--- src/rtl/piso_tx_sched.sv ---
// Round-robin scheduler feeding NREQ word producers into one MSB-first serial shift path.
// Optional build macro PISO_PARITY_EN appends an even-parity bit to every frame.
module piso_tx_sched #(
   parameter int WIDTH = 16,
   parameter int NREQ  = 4,
   parameter int GAP   = 1
) (
   input  logic                          clk,
   input  logic                          rst,
   input  logic [NREQ-1:0]               req_valid,
   input  logic [NREQ*WIDTH-1:0]         req_data,
   output logic [NREQ-1:0]               req_ready,
   output logic                          dout,
   output logic                          frame,
   output logic                          busy,
   output logic [$clog2(NREQ)-1:0]       grant_id
);

   localparam int IW = $clog2(NREQ);
`ifdef PISO_PARITY_EN
   localparam int FLEN = WIDTH + 1;
`else
   localparam int FLEN = WIDTH;
`endif
   localparam int CW = $clog2(FLEN + GAP + 1);

   typedef enum logic [1:0] {
      ST_IDLE,
      ST_SHIFT,
      ST_GAP
   } state_t;

   state_t            state, state_nx;
   logic [CW-1:0]     cnt;
   logic [WIDTH-2:0]  shreg;
   logic [IW-1:0]     ptr;
   logic [IW-1:0]     win;
   logic              win_vld;
   logic [WIDTH-1:0]  word;
`ifdef PISO_PARITY_EN
   logic              par;
`endif

   // Search starts one past the last grant and wraps, so the last winner ranks lowest.
   always_comb begin
      win     = '0;
      win_vld = 1'b0;
      for (int unsigned k = 1; k <= NREQ; k++) begin
         if (!win_vld && req_valid[(32'(ptr) + k) % NREQ]) begin
            win     = IW'((32'(ptr) + k) % NREQ);
            win_vld = 1'b1;
         end
      end
      word = req_data[win*WIDTH +: WIDTH];
   end

   always_comb begin
      req_ready = '0;
      if (state == ST_IDLE && win_vld && !rst)
         req_ready[win] = 1'b1;
   end

   always_comb begin
      state_nx = state;
      case (state)
         ST_IDLE:  if (win_vld) state_nx = ST_SHIFT;
         ST_SHIFT: if (cnt == CW'(FLEN - 1)) state_nx = (GAP > 0) ? ST_GAP : ST_IDLE;
         ST_GAP:   if (cnt == CW'(GAP - 1)) state_nx = ST_IDLE;
         default:  state_nx = ST_IDLE;
      endcase
   end

   assign busy = (state != ST_IDLE);

   always_ff @(posedge clk) begin
      if (rst) begin
         state    <= ST_IDLE;
         cnt      <= '0;
         shreg    <= '0;
         ptr      <= IW'(NREQ - 1);
         grant_id <= '0;
         dout     <= 1'b0;
         frame    <= 1'b0;
`ifdef PISO_PARITY_EN
         par      <= 1'b0;
`endif
      end else begin
         state <= state_nx;
         case (state)
            ST_IDLE: begin
               if (win_vld) begin
                  shreg    <= word[WIDTH-2:0];
                  dout     <= word[WIDTH-1];
                  frame    <= 1'b1;
                  grant_id <= win;
                  ptr      <= win;
                  cnt      <= '0;
`ifdef PISO_PARITY_EN
                  par      <= ^word;
`endif
               end
            end
            ST_SHIFT: begin
               if (cnt == CW'(FLEN - 1)) begin
                  frame <= 1'b0;
                  dout  <= 1'b0;
                  cnt   <= '0;
               end else begin
                  cnt   <= cnt + 1'b1;
                  shreg <= shreg << 1;
`ifdef PISO_PARITY_EN
                  if (cnt == CW'(WIDTH - 1))
                     dout <= par;
                  else
                     dout <= shreg[WIDTH-2];
`else
                  dout <= shreg[WIDTH-2];
`endif
               end
            end
            ST_GAP: begin
               if (cnt == CW'(GAP - 1))
                  cnt <= '0;
               else
                  cnt <= cnt + 1'b1;
            end
            default: ;
         endcase
      end
   end

endmodule

--- config.mk ---
export PLATFORM = sky130hd
export DESIGN_NAME = piso_tx_sched
export DESIGN_NICKNAME = d
export VERILOG_FILES = /design/src/rtl/piso_tx_sched.sv
export SDC_FILE = /design/constraint.sdc
export NUM_CORES = 1
export LEC_CHECK = 0
export BUFFER_PORTS_ARGS = -buffer_cell sky130_fd_sc_hd__buf_2
export CORE_MARGIN = 2
export CORE_UTILIZATION = 53
export CTS_CLUSTER_SIZE = 25
export DETAILED_ROUTE_END_ITERATION = 12
export GPL_TIMING_DRIVEN = 0
export HOLD_SLACK_MARGIN = 0.06
export PLACE_DENSITY = 0.85
export SYNTH_ARGS = -nofsm -noshare
export SYNTH_HDL_FRONTEND = slang
export SYNTH_SLANG_ARGS = --single-unit
export TNS_END_PERCENT = 50
--- constraint.sdc ---
create_clock -name clk -period 4.4 [get_ports clk]
set_input_delay 0.88 -clock clk [delete_from_list [all_inputs] [get_ports clk]]
set_output_delay 0.88 -clock clk [all_outputs]
set_load 0.1 [all_outputs]
==> run summary, run 1 <==
TritonCTS built the clock tree. Across the routed clock network, the largest skew measured is 0.00360 ns. In this run the power spent charging and discharging nets is just under 800 µW. In the detailed route, the total length drawn on met3 is between 300 and 400 µm.

The final cell count without fillers came out at ~400. The clock latency on the worst-skew pair came out at around 0.28 ns. The post-synthesis compound-gate area fraction came out at 0.392. Counting along the longest clock path gives a buffer depth of 2. STA puts the critical path data required time at between 3 and 4 ns. The routed design uses around 2.8 mm of met2 wire. The detailed placement HPWL came out at approximately 4.7 mm. The area of the die came out at between 4000 and 5000 µm². After filler insertion, the fill cell instance count of the layout stands at 340.

The least setup slack across all paths after layout came out at ~1 ns. After detailed routing, no signal wire sits above met4. The clock root buffer is sky130_fd_sc_hd__clkbuf_8. At the placement stage, the worst setup path has a slack of 1.03 ns. Compared with the post-synthesis result, the final layout area differs by 23.5%. The internal portion of total power is ~800 µW. The area used by multi-input combinational logic came out at 1340 µm².

Summing every instance area after synthesis gives 2110 µm². The remaining max-slew budget at the tightest pin is 0.549. The share of the synthesized netlist area taken by xor and xnor gates is 0. By area, the combinational part of the netlist is dominated by compound AO/OA/AOI/OAI gates. For this design the static power due to leakage is 1.29 nW. The largest net degree at the start of global routing came out at 16.

The endpoint class of the critical path is an output port. After detailed routing, the number of remaining DRC violations is 0. The part of the total power dissipated in the clock network came out at 0.102.

The register-to-register path setup slack came out at roughly 2.2 ns. Of the total synthesized cell area, the portion taken by AND, OR, NAND and NOR gates is 0.190. Adding up every negative setup slack in the final design gives 0 ns. The launch point of the worst path is req_valid[1].

Setup repair after global routing left no endpoint under its margin. In this run the vertical extent of the chip is around 67 µm. The total length of routed wires came out at 5.88 mm. The total nets after synthesis came out at ~360. Clock-pin slew was measured on the worst setup and hold paths at ~0.090 ns. After synthesis, the share of cell area in mux cells is 0. The power per cell area is 611 nW/µm². The detailed-route via count came out at approximately 2300. For the finished layout, the period the worst path requires is between 3 and 4 ns. The total of max-cap violations came out at 0. The initial core utilization is 0.564.

The sum of overflow across all layers after global routing is 0. The number of buffers added by the clock tree synthesis step is 3. The number of rows in the core area is 22. The first detailed-routing pass ran for 4 iterations. The critical register-to-register path startpoint is state[1]$_SDFFE_PP0P_. The placed instances occupy a cell area of between 2000 and 3000 µm².

The total number of yosys warnings is 0. The class of the most critical hold timing path is reg -> reg. The capture point of the worst path is req_ready[1]. The number of setup buffers added after CTS is 0. The layout cell share with drive strength beyond 1 came out at 0.275. The number of distinct library cell variants in the gate-level netlist after synthesis is 45.

The number of antenna cells inserted came out at 0. For the worst setup path, the data arrival time is 2.52 ns. The number of placed instances with taps included came out at 400. The slew at the pin closest to its max-slew limit came out at slightly below 0.7 ns. The number of global-route vias before repair came out at about 2000. The synthesized area divided by synthesized cell count came out at ~7.6 µm². The main flop type after synthesis is sky130_fd_sc_hd__dfxtp_1. For this run, the total global-route usage over all layers was measured as 0.272. The routability congestion estimate came out at 0.975.

Once the clock tree was built, the resizer swapped 0 gates to a different size. The first routing iteration left approximately 180 violations. The number of I/O port buffers is 76. The max-slew violation count came out at 0. The placeable core region came out at ~3700 µm². The largest fanout on the critical path is 10.

The worst setup path is launched from a primary input. The sequential fraction of the synthesis area is 0.266. The run finished with clean final reports.

For this run, the post-layout net count is ~440. The top-level I/O count came out at 79. The total clock sinks is 28.

In the layout the commonest cells are 81 x sky130_fd_sc_hd__buf_2, 45 x sky130_fd_sc_hd__nand2_1, 28 x sky130_fd_sc_hd__dfxtp_1. The flip-flop and latch area is 561 µm². The endpoint identified for the worst register-to-register timing path is shreg[12]$_SDFFE_PP0P_. The final non-filler cell area is approximately 2600 µm². In the finished design, the share of the clock period the worst path needs comes to 0.774. The global-route wire length before repair is a little over 9 mm. Leaving out fill and tap cells, the most frequent cell in the layout is sky130_fd_sc_hd__buf_2. Of the total power, combinational logic draws 0.656. The total of endpoints with negative setup slack in the final report came out at 0. The number of antenna violations at the first check in global routing is 0. The share of total power dissipated in sequential elements is 0.242. After detailed routing, the wire length on met1 is around 2.6 mm. The total of flip-flops plus latches after synthesis came out at 28.

The critical path is of the in -> out type. The total count of hold-check failures in the final report came to 0. The synthesized instance count came out at 276. The adder-cell share of the synthesized area came out at 0.0534. The average wire per standard cell came out at between 10 and 15 µm. The net switching fraction of the power came out at 0.495.

The number of enable flip-flop cells after synthesis is 0. In this run the remaining antenna-violating nets after routing total 0. The count of cells along the worst register-to-register path is 7. The share of async-settable or async-resettable flops after synthesis is 0. The via density per instance is between 5 and 6. The maximum level of the CTS H-tree is 1.

The highest achievable clock rate came out at 0.294 GHz. The horizontal die dimension is roughly 67 µm. The largest vdd supply drop came out at 314 µV. Buffers inserted to repair hold after CTS numbered 0.
==> cells in the mapped netlist (2+ instances only) <==
cell | n | area share
sky130_fd_sc_hd__buf_2 | 5 | 0.012
sky130_fd_sc_hd__inv_1 | 25 | 0.044
sky130_fd_sc_hd__a32o_1 | 14 | 0.066
sky130_fd_sc_hd__ha_1 | 9 | 0.053
sky130_fd_sc_hd__nor2b_1 | 4 | 0.012
sky130_fd_sc_hd__a211oi_1 | 2 | 0.0071
sky130_fd_sc_hd__clkbuf_1 | 9 | 0.016
sky130_fd_sc_hd__a221oi_1 | 2 | 0.0083
sky130_fd_sc_hd__buf_4 | 3 | 0.011
sky130_fd_sc_hd__a21oi_1 | 15 | 0.036
sky130_fd_sc_hd__nor3_1 | 2 | 0.0047
sky130_fd_sc_hd__nor3b_1 | 2 | 0.0071
sky130_fd_sc_hd__nand2_1 | 45 | 0.080
sky130_fd_sc_hd__or3_1 | 3 | 0.0089
sky130_fd_sc_hd__dfxtp_1 | 28 | 0.27
sky130_fd_sc_hd__nor2_1 | 13 | 0.023
sky130_fd_sc_hd__o31ai_1 | 2 | 0.0071
sky130_fd_sc_hd__a31oi_1 | 3 | 0.0089
sky130_fd_sc_hd__o22ai_1 | 17 | 0.050
sky130_fd_sc_hd__nand2b_1 | 3 | 0.0089
sky130_fd_sc_hd__a311oi_1 | 2 | 0.0083
sky130_fd_sc_hd__a211o_1 | 15 | 0.062
sky130_fd_sc_hd__a21o_1 | 14 | 0.050
sky130_fd_sc_hd__nand3_1 | 4 | 0.0095
sky130_fd_sc_hd__o21ai_0 | 15 | 0.036
==> power by group through the flow <==
stage / Combinational (mW) / Sequential, mW / Clock (mW)
floorplan: 0.736 / 0.480 / 0
global route: 1.14 / 0.393 / 0.176
finish: 1.04 / 0.385 / 0.162
global placement: 1.02 / 0.386 / 0
detailed placement: 1.04 / 0.389 / 0
CTS: 1.04 / 0.383 / 0.165
==> worst min path at each step <==
stage | start | end | cells after the start
after floorplan | shreg[0]$_SDFFE_PP0P_ | shreg[0]$_SDFFE_PP0P_ | 2
after global placement | shreg[0]$_SDFFE_PP0P_ | shreg[0]$_SDFFE_PP0P_ | 2
after detailed placement | shreg[0]$_SDFFE_PP0P_ | shreg[0]$_SDFFE_PP0P_ | 2
after CTS | shreg[0]$_SDFFE_PP0P_ | shreg[0]$_SDFFE_PP0P_ | 2
after global routing | shreg[0]$_SDFFE_PP0P_ | shreg[0]$_SDFFE_PP0P_ | 2
final | shreg[0]$_SDFFE_PP0P_ | shreg[0]$_SDFFE_PP0P_ | 2
==> kinds of logic after synthesis <==
| family | Yosys count |
|---|---|
| compound gates | 110 |
| fa+ha+maj | 9 |
| buf+inv | 46 |
| flops | 28 |
| simple gates | 83 |
==> layout make-up <==
cell class              instances  share of cell area
plain buffers                  20              0.0423
flip-flops and latches         28               0.215
well taps                      48              0.0231
inverters                      26              0.0375
multi-input cells             202               0.515
repair buffers                 76               0.146
clock buffers                   4              0.0211
==> routing by layer <==
metal / vias up / GRT usage
met5: - / 0
met1: 1060 / 0.351
li1: 1169 / -
met4: 0 / 0.0867
met3: 10 / 0.0372
met2: 74 / 0.464
==> flip-flops by register name (all words and copies together), names as in the netlist <==
signal and cells:
cnt 5, ptr 2, shreg 15, dout 1
state 2, frame 1, grant_id 2
==> critical path, stage by stage <==
cell,delay [ns]
sky130_fd_sc_hd__buf_2,0.17
sky130_fd_sc_hd__clkbuf_1,0.38
sky130_fd_sc_hd__buf_1,0.38
sky130_fd_sc_hd__nor3b_1,0.24
sky130_fd_sc_hd__buf_2,0.46
==> stage by stage <==
stage | power [mW] | hold slack [ns] | util
floorplan | 1.22 | 0.425 | -
CTS | 1.59 | 0.469 | 0.696
finish | 1.59 | 0.468 | 0.696
detailed placement | 1.42 | 0.443 | 0.681
global route | 1.70 | 0.497 | 0.696
global placement | 1.40 | 0.441 | 0.681
(Power assumes the default switching activity.)
==> inputs of run 2 (changes only) <==
--- a/config.mk
+++ b/config.mk
@@ -7,12 +7,12 @@
 export LEC_CHECK = 0
 export BUFFER_PORTS_ARGS = -buffer_cell sky130_fd_sc_hd__buf_2
 export CORE_MARGIN = 2
-export CORE_UTILIZATION = 53
+export CORE_UTILIZATION = 45
 export CTS_CLUSTER_SIZE = 25
 export DETAILED_ROUTE_END_ITERATION = 12
 export GPL_TIMING_DRIVEN = 0
 export HOLD_SLACK_MARGIN = 0.06
-export PLACE_DENSITY = 0.85
+export PLACE_DENSITY = 0.77
 export SYNTH_ARGS = -nofsm -noshare
 export SYNTH_HDL_FRONTEND = slang
 export SYNTH_SLANG_ARGS = --single-unit
==> constraint.sdc (replaced) <==
create_clock -name clk -period 2.9 [get_ports clk]
set_input_delay 0.58 -clock clk [delete_from_list [all_inputs] [get_ports clk]]
set_output_delay 0.58 -clock clk [all_outputs]
set_load 0.1 [all_outputs]
==> run summary, run 2 (synthesis gave the netlist of run 1 again) <==
The total count of hold-check failures in the final report came out at 0 (unchanged). The overall routing resource usage is 0.223 (-0.0492). The number of rows in the core area is 24 (+9.1%). The area of the die came to 5250 µm² (+17%).

The total of endpoints with negative setup slack in the final report is 0 (unchanged). The largest fanout on the critical path came to 10 (unchanged). The total of max-cap violations was 0 (unchanged). The routability congestion estimate came to 0.852 (-13%).

The height of the die came to 72.5 µm (+8.0%). In the layout the commonest cells are 81 x sky130_fd_sc_hd__buf_2, 45 x sky130_fd_sc_hd__nand2_1, 27 x sky130_fd_sc_hd__dfxtp_1. The number of fillers in the final layout came out at 416 (+22%). TritonCTS built the clock tree. The clock slew seen by the registers of the worst setup and hold paths was 0.09 ns (about the same). The slew at the pin closest to its max-slew limit was 0.705 ns (+0.0274 ns). After layout, the minimum clock period comes to 2.71 ns.

The overall power consumption came out at 2.47 mW (+55%). Setup repair after global routing left no endpoint under its margin. The total clock sinks came out at 28 (unchanged). The post-layout utilization of the core came to 0.599 (-0.0968). The fraction of the cycle the final worst path needs is 0.936.

More flip-flops sit in one register than any other, and that register is shreg. The global-route wire length before repair came out at 9.27 mm (about the same). The sum of overflow across all layers after global routing came out at 0 (unchanged). The worst hold path terminates at grant_id[1]$_SDFFE_PP0P_.

The critical path in this run is classified as in -> out. The number of antenna cells inserted came out at 0 (unchanged). The layout cell share with drive strength beyond 1 is 0.306 (+0.0309). The number of buffers added by the clock tree synthesis step was 3 (unchanged). The placeable core region is 4440 µm² (+19%). The data arrival at the endpoint of the critical path came to 2.13 ns (-0.39 ns). In this run the worst setup path begins at req_valid[1]. The final cell count without fillers came out at 408 (+0.99%). The largest net degree at the start of global routing is 16 (unchanged). The max-slew violation count came out at 0 (unchanged). The top-level I/O count came out at 79 (unchanged).

The number of antenna violations at the first check in global routing came out at 0 (unchanged). The remaining antenna violation count is 0 (unchanged). The detailed-router iteration count before antenna repair came out at 4 (unchanged). The power per cell area is 928 nW/µm² (+52%).

The worst register-to-register path begins at state[1]$_SDFFE_PP0P_. The remaining max-slew budget at the tightest pin came out at 0.530 (-0.0183). The violation count after the first detailed-route iteration was 143 (-20%). The number of global-route vias before repair is 2097 (+4.6%). The cell area after placement came out at 2610 µm² (+2.2%). The clock tree buffer depth is 2 (unchanged).

The worst register-to-register path ends at shreg[11]$_SDFFE_PP0P_. The highest achievable clock rate came out at between 0.3 and 0.4 GHz. Compared with the post-synthesis result, the final layout area differs by 26.2%.

The via density per instance is 5.74 (+0.22%). The layout net count came out at 436 (unchanged). The leakage power summed over all cells is 1.30 nW (+0.79%).

Leaving out fill and tap cells, the most frequent cell in the layout is sky130_fd_sc_hd__buf_2. The horizontal die dimension is 72.5 µm (+8.0%). The kind of start point of the critical path is a primary input. The average wire per standard cell came out at 14.5 µm (-0.15%). The total negative slack is 0 ns (unchanged).

The flip-flop count of the largest register after layout came out at 15 (unchanged). The number of placed instances with taps included is 404 (+1.0%). The root buffer cell chosen for the clock tree is sky130_fd_sc_hd__clkbuf_8.

The initial core utilization came out at 0.475 (-0.0888). The total setup buffers inserted after CTS came out at 0 (unchanged). The clock latency on the worst-skew pair came out at 0.27 ns (about the same). The detailed-route via count is 2341 (+1.2%).

The register-to-register path setup slack came to 0.75 ns (-1.49 ns). The final non-filler cell area came out at 2660 µm² (+2.2%). The post-detailed-route DRC marker count is 0 (unchanged).

The final clock skew came out at 0.00460 ns (+0.000997 ns). The number of I/O port buffers was 76 (unchanged). The startpoint identified for the worst hold timing path is grant_id[1]$_SDFFE_PP0P_. The total of cells resized after clock tree synthesis is 0 (unchanged). The count of cells along the worst register-to-register path is 7 (unchanged). The largest vdd supply drop came to 487 µV (+55%).

The number of cells traversed by the worst hold path is 2 (unchanged). The worst hold path belongs to the class reg -> reg. The post-cts hold buffer count was 0 (unchanged). The critical path required time was 2.32 ns (-1.20 ns). The largest registers in the layout are shreg: 15 flops, cnt: 5 flops. The maximum level of the CTS H-tree came out at 1 (unchanged). The run finished with clean final reports. STA classifies the critical path endpoint as an output port. The detailed placement HPWL came out at 4.66 mm (-0.51%). The total length of routed wires was 5.93 mm (+0.83%).
[run 2: changes by cell type in the layout (fill, tap and decap cells not counted), sizes merged]
| cell | previous run | this run |
|---|---|---|
| inv | 26 | 25 |
| buf | 86 | 85 |
| clkinvlp | 0 | 1 |
| clkbuf | 14 | 15 |
[run 2: worst max-delay path by stage]
| stage | endpoint | cells after the start |
|---|---|---|
| 6_report | req_ready[1] | 5 |
| 5_1_grt | req_ready[2] | 7 |
| 4_1_cts | req_ready[1] | 5 |
| 3_5_place_dp | req_ready[1] | 5 |
| 3_3_place_gp | req_ready[1] | 5 |
| 2_1_floorplan | req_ready[3] | 5 |
[run 2: layout make-up]
class,count,area (µm²),area share
Buffer,20,111,0.0418
Clock buffer,4,55.1,0.0207
Inverter,26,101,0.0381
Multi-Input combinational cell,202,1390,0.521
Sequential cell,28,562,0.211
Tap cell,52,65.1,0.0244
Timing Repair Buffer,76,380,0.143
[run 2: power by group]
part / switching, mW / internal (mW) / total [mW]
Sequential: 0.0744 / 0.509 / 0.583
Combinational: 1.02 / 0.623 / 1.65
Clock: 0.119 / 0.122 / 0.241
Total: 1.22 / 1.25 / 2.47
[run 2: worst max-delay path, stage by stage]
cell	delay, ns
sky130_fd_sc_hd__buf_2	0.17
sky130_fd_sc_hd__clkbuf_1	0.41
sky130_fd_sc_hd__clkbuf_2	0.31
sky130_fd_sc_hd__nor3b_4	0.20
sky130_fd_sc_hd__buf_2	0.44
[run 2: layer usage]
metal	vias up	wire (µm)	track usage
li1	1167	-	-
met1	1075	2600	0.283
met2	93	2840	0.382
met3	6	426	0.0389
met4	0	61	0.0741
met5	-	0	0
[run 2: through the flow]
step / hold WS [ns] / setup WS (ns)
floorplan: 0.425 / -0.138
global placement: 0.443 / 0.105
detailed placement: 0.449 / 0.0865
CTS: 0.467 / 0.0746
global route: 0.493 / 0.0920
finish: 0.459 / 0.185
